<file path="src/rtl/bcd_to_binary.sv">
// bcd_to_binary: sequential BCD-to-binary converter using reverse double-dabble.
// Each clock in CONV shifts the {bcd, bin} register right by one bit and then
// subtracts 3 from every BCD digit field that reads 8 or more. After BIN_W
// iterations the binary part holds the result and the BCD part is empty.
module bcd_to_binary #(
    parameter int DIGITS = 2,
    parameter int BIN_W  = 7
) (
    input  logic                  clk,
    input  logic                  rst,
    input  logic                  start,
    input  logic [4*DIGITS-1:0]   d,
    output logic [BIN_W-1:0]      b,
    output logic                  busy,
    output logic                  done,
    output logic                  err
);

    localparam int BCD_W = 4 * DIGITS;
    localparam int SR_W  = BCD_W + BIN_W;
    localparam int CNT_W = $clog2(BIN_W + 1);

    typedef enum logic {
        IDLE = 1'b0,
        CONV = 1'b1
    } state_t;

    state_t             state_q, state_d;
    logic [SR_W-1:0]    sr_q, sr_d;
    logic [SR_W-1:0]    sr_iter;
    logic [CNT_W-1:0]   cnt_q, cnt_d;
    logic [BIN_W-1:0]   b_d;
    logic               done_d;
    logic               err_d;
    logic               d_invalid;

    // Flag an operand that contains any digit above 9.
    always_comb begin
        // NOTE: every always_comb output gets a default first so no path leaves it unassigned (no latch).
        d_invalid = 1'b0;
        for (int i = 0; i < DIGITS; i++) begin
            if (d[4*i +: 4] > 4'd9) begin
                d_invalid = 1'b1;
            end
        end
    end

    // One reverse double-dabble step: shift right, then correct each BCD digit >= 8.
    always_comb begin
        sr_iter = sr_q >> 1;
        for (int i = 0; i < DIGITS; i++) begin
            if (sr_iter[BIN_W + 4*i +: 4] >= 4'd8) begin
                sr_iter[BIN_W + 4*i +: 4] = sr_iter[BIN_W + 4*i +: 4] - 4'd3;
            end
        end
    end

    // Next-state and datapath decisions for the IDLE/CONV handshake.
    always_comb begin
        state_d = state_q;
        sr_d    = sr_q;
        cnt_d   = cnt_q;
        b_d     = b;
        done_d  = 1'b0;
        err_d   = err;
        case (state_q)
            IDLE: begin
                if (start) begin
                    if (d_invalid) begin
                        // Rejected request: report it without touching B or entering CONV.
                        err_d  = 1'b1;
                        done_d = 1'b1;
                    end else begin
                        sr_d    = {d, {BIN_W{1'b0}}};
                        cnt_d   = '0;
                        err_d   = 1'b0;
                        state_d = CONV;
                    end
                end
            end
            CONV: begin
                sr_d  = sr_iter;
                cnt_d = cnt_q + 1'b1;
                // This edge performs the final iteration; publish the binary part.
                if (cnt_q == CNT_W'(BIN_W - 1)) begin
                    b_d     = sr_iter[BIN_W-1:0];
                    done_d  = 1'b1;
                    state_d = IDLE;
                end
            end
            default: state_d = IDLE;
        endcase
    end

    // State and datapath registers with asynchronous active-high reset.
    always_ff @(posedge clk or posedge rst) begin
        if (rst) begin
            state_q <= IDLE;
            sr_q    <= '0;
            cnt_q   <= '0;
            b       <= '0;
            done    <= 1'b0;
            err     <= 1'b0;
        end else begin
            // NOTE: sequential state uses non-blocking assignments so all registers update together.
            state_q <= state_d;
            sr_q    <= sr_d;
            cnt_q   <= cnt_d;
            b       <= b_d;
            done    <= done_d;
            err     <= err_d;
        end
    end

    assign busy = (state_q == CONV);

endmodule

</file>
<file path="config.mk">
export PLATFORM = sky130hd
export DESIGN_NAME = bcd_to_binary
export DESIGN_NICKNAME = d
export VERILOG_FILES = /design/src/rtl/bcd_to_binary.sv
export SDC_FILE = /design/constraint.sdc
export NUM_CORES = 1
export LEC_CHECK = 0
export BUFFER_PORTS_ARGS = -buffer_cell sky130_fd_sc_hd__buf_2
export CORE_UTILIZATION = 54
export CTS_BUF_LIST = sky130_fd_sc_hd__clkbuf_16
export DETAILED_ROUTE_END_ITERATION = 10
export HOLD_SLACK_MARGIN = 0.08
export PLACE_DENSITY_LB_ADDON = 0.05
export SLEW_MARGIN = 10
export SYNTH_ARGS = -nofsm -noshare
export SYNTH_HDL_FRONTEND = slang
export SYNTH_SLANG_ARGS = --single-unit
export TNS_END_PERCENT = 5
</file>
<file path="constraint.sdc">
create_clock -name clk -period 1.5 [get_ports clk]
set_input_delay 0.3 -clock clk [delete_from_list [all_inputs] [get_ports clk]]
set_output_delay 0.3 -clock clk [all_outputs]
set_load 0.05 [all_outputs]
</file>
Word level (Yosys, flattened, before mapping)
Cells that the tools add are included.

Output and inout bits: 10. Logic and storage cells: 38. Memories: 0. ROM bits: 0. Flip-flop bits (word level): 28. RAM bits: 0. Latch bits: 0.

Mux-type cells: 18. Equality and inequality tests: 3. $lt $le $gt $ge: 4. Shift operators: 0. Add/subtract/negate cells: 3. Reductions and logical operators: 3. Divide/modulo/power cells: 0. $mul: 0. Bitwise operators: 1.

Operator list (count): $mux W15 (2); $pmux W15 S2 (1); $gt A4 B4 Y1 const B (2); $mux W1 (8); $mux W4 (2); $mux W3 (2); $pmux W3 S2 (1); $reduce_and A2 Y1 (3); $ge A3 B4 Y1 const B (1); $ge A4 B4 Y1 const B (1); $ne A2 B2 Y1 const B (2); $pmux W1 S2 (2); $sub A3 B2 Y4 const B (1); $sub A4 B2 Y4 const B (1); $add A3 B1 Y3 const B (1); $eq A3 B3 Y1 const B (1); $not A1 Y1 (1).

Logic depth before layout (Yosys ltp)
Word-level depth: 6. Depth in mapped cells: 5.

Least setup slack after synthesis
Ideal clock, no wire load.

Kind: register to register. Start point: register state_q, in the netlist busy. End point: register cnt_q[2]. Library setup time: 137 ps. Cell stages (with the launch flop): 4. Arrival: 1336 ps. Slack: 26 ps. Period minus slack after synthesis: 1474 ps. Buffers on the path: 0. Cells stage by stage: dfrtp_1 -> nand2b_2 -> nor3b_4 -> o21ai_0.

Word-level cells in the longest chain between the ends: 3. Elaborated cells between the ends (all ways): 5. Classes of those cells: eq/ne (2); mux (1); bitwise (1); reduce/logical (1).

RTL lines: start, declared (line 28) `state_t state_q, state_d;`; start signal, assigned (line 106) `state_q <= state_d;`; $not A1 Y1 (no line); $ne A2 B2 Y1 (no line); $reduce_and A2 Y1 (no line); end signal, assigned (line 108) `cnt_q <= cnt_d;`; end, declared (line 31) `logic [CNT_W-1:0] cnt_q, cnt_d;`.

Several ways; a longest one is shown, not always the timed one. A chain may end at the register's enable or synchronous reset.

Worst setup path in the final report
Start point: register state_q, in the netlist busy. End point: output port busy.

RTL lines: end, declared (line 14) `output logic busy,`.

No word-level cell between the ends.

==> results.md <==
- Register bit total from synthesis: 27
- Status: complete, no violations
- GRT Total Usage: 21.06%
- Pins Over Slew Limit: 0
- First-pass GRT wire length: 3753 um
- Vias in the first global route: 799
- Share of cells above drive strength 1: 37.40%
- Global route total overflow: 0
- Clk slew on worst S/H paths: 70 ps
- Most common cell after layout, fill and taps aside: dfrtp_1
- WL per Instance: 14.61 um
- Num rows: 16
- Routed vias: 833
- Period minus WS final: 1403 ps
- WP data required: 1200 ps
- IO Pins: 21
- CTS sink count: 27
- Post-Syn Area: 1234 sq um
- Period utilization: 93.54%
- Final Instance Area: 1509 sq um
- Fillcell total: 151
- Detailed-route DRC error count: 0
- Setup crit start kind: register
- Num CTS Buffers: 3
- Initial Utilization: 59.83%
- Port Buffers: 20
- Largest net degree at the start of global routing: 28
- Clock Path Buffers: 2
- Area growth from synthesis to layout: 22.31%
- Syn Inst Count: 94
- Clock Skew: 1.883 ps
- Iteration-0 DRC Markers: 17
- Area of the multi-input gates: 504.2 sq um
- Post-CTS Setup Repair Bufs: 0
- Leak: 0.7418 nW
- Seq/Total Area, Yosys: 54.77%
- Tightest Pin Transition: 389.9 ps
- Syn. warnings: 0
- Die H: 49.80 um
- CP max FO: 15
- Max-cap violations: 0
- DP Wirelength: 1504 um
- Vias per Instance: 5.553
- VDD IR max: 1.463 mV
- Yosys cell types: 31
- Max frequency: 712.7 MHz
- WP data arrival: 1100 ps
- Clock root cell: clkbuf_16
- Avg Inst Size Synth: 13.12 sq um
- Commonest non-fill, non-tap cells in the layout: dfrtp_1, buf_2, inv_1
- Final Setup Violations: 0
- Setup TNS: 0 ps
- Nets: 139
- Ant diodes: 0
- Crit. End Element: output port
- H-tree Lvls: 1
- Core footprint: 2062 sq um
- Cell Pwr Density: 2029 nW/um^2
- FF+latch area: 675.6 sq um
- Setup WS post-layout: 96.84 ps
- Critical path type: reg -> out
- Placed Area: 1420 sq um
- Final hold viol count: 0
- Synthesized net count: 109
- WL final: 2191 um
- Die width: 49.80 um
- Slew headroom: 73.98%
- Initial antenna violation count: 0
- Antenna viol nets, final: 0
- Hold Crit Class: in -> async
- Global placement routability congestion: 0.8063
- CTS tree: done
- Clk Latency, worst-skew pair: 260 ps
- Die footprint: 2480 sq um
- Place WS: 85.58 ps
- RSZ-0062 raised after global routing: false
- Pre-antenna DRT Iters: 4
-- synth_stat cells --
cell      count  area share [%]
a21oi_1       2            0.81
inv_1         9             2.7
clkbuf_1      1            0.30
nor3b_4       1             1.5
buf_2         1            0.41
nand2b_1      1            0.51
nand2b_2      1            0.71
o21ai_0       1            0.41
nor2b_1       1            0.51
and2_1        1            0.51
a31oi_1       1            0.51
a31oi_2       1             1.0
mux2_2        7             6.4
nand2_1       4             1.2
nor4b_1       1            0.71
a311oi_1      3             2.1
nand3_1       1            0.41
xnor2_1       1            0.71
o21a_1        1            0.61
ha_1          4             4.1
a21o_1        1            0.61
buf_6         1            0.91
or2_2         1            0.51
xor2_1        1            0.71
a221o_1       7             5.7
o21ai_4       2             2.6
dfrtp_1      27              55
mux2i_1       1            0.81
mux2_4        1             1.2
a22o_1        8             5.7
nor2_1        1            0.30
-- power by group --
| part | switching [mW] | internal (mW) | total, mW |
|---|---|---|---|
| clock network | 0.250 | 0.362 | 0.612 |
| logic | 0.737 | 0.522 | 1.26 |
| registers | 0.199 | 0.992 | 1.19 |
-- metrics by stage --
stage,total power [mW],std cells,utilization [%],hold WS (ps)
5_1_grt,3.254,150,73.18,125.2
3_3_place_gp,2.413,146,68.87,365.2
2_1_floorplan,2.118,94,-,352.7
4_1_cts,3.080,150,73.00,100.8
6_report,3.062,150,73.18,84.92
3_5_place_dp,2.452,146,68.87,378.7
-- layout make-up --
class | count | area share (%)
Clock buffer | 3 | 4.975
Clock inverter | 1 | 0.4975
Inverter | 9 | 2.239
Multi-Input combinational cell | 55 | 33.42
Sequential cell | 27 | 44.78
Tap cell | 27 | 2.239
Timing Repair Buffer | 28 | 11.86
-- final timing paths --
check                                 start              endpoint  slack (ps)  depth (start not counted)
min reg2reg                b[3]$_DFFE_PP0P_      b[3]$_DFFE_PP0P_         500                          1
max in group asynchronous               rst   sr_q[4]$_DFFE_PP0P_        1170                          3
max reg2reg                  busy$_DFF_PP0_  sr_q[12]$_DFFE_PP0P_         110                          3
max                          busy$_DFF_PP0_                  busy         100                          2
min in group clk                       d[4]  sr_q[11]$_DFFE_PP0P_         270                          2
min                                     rst   sr_q[1]$_DFFE_PP0P_          80                          3
-- what timing repair did --
item / CTS / global route
gates resized for setup: 1 / 1
endpoints found under the setup margin: 1 / 1
hold buffers: 0 / 0
-- state kept, by name, indices dropped and copies added, names as in the netlist --
name and cells:
busy 1, err 1, b 7, cnt_q 3, sr_q 14, done 1
-- worst max-delay path: stages, from the launching register on --
cell and delay (ps):
dfrtp_1 440, buf_6 190, buf_4 210
-- logic make-up after synthesis --
| logic type | after synthesis | synth area share [%] |
|---|---|---|
| AOI/OAI and AO/OA | 27 | 20.08 |
| adders and majority gates | 4 | 4.057 |
| DFF | 27 | 54.77 |
| muxes | 9 | 8.418 |
| and+or+nand+nor | 13 | 6.897 |
| buffers and inverters | 12 | 4.360 |
| xor gates and xnor gates | 2 | 1.420 |
-- metal layers --
layer	routed length, um	global-route usage, %
met1	1042	27.35
met2	1066	33.33
met3	63	4.012
met4	19	10.95
met5	0	0
Power figures use the tool's default switching activity.
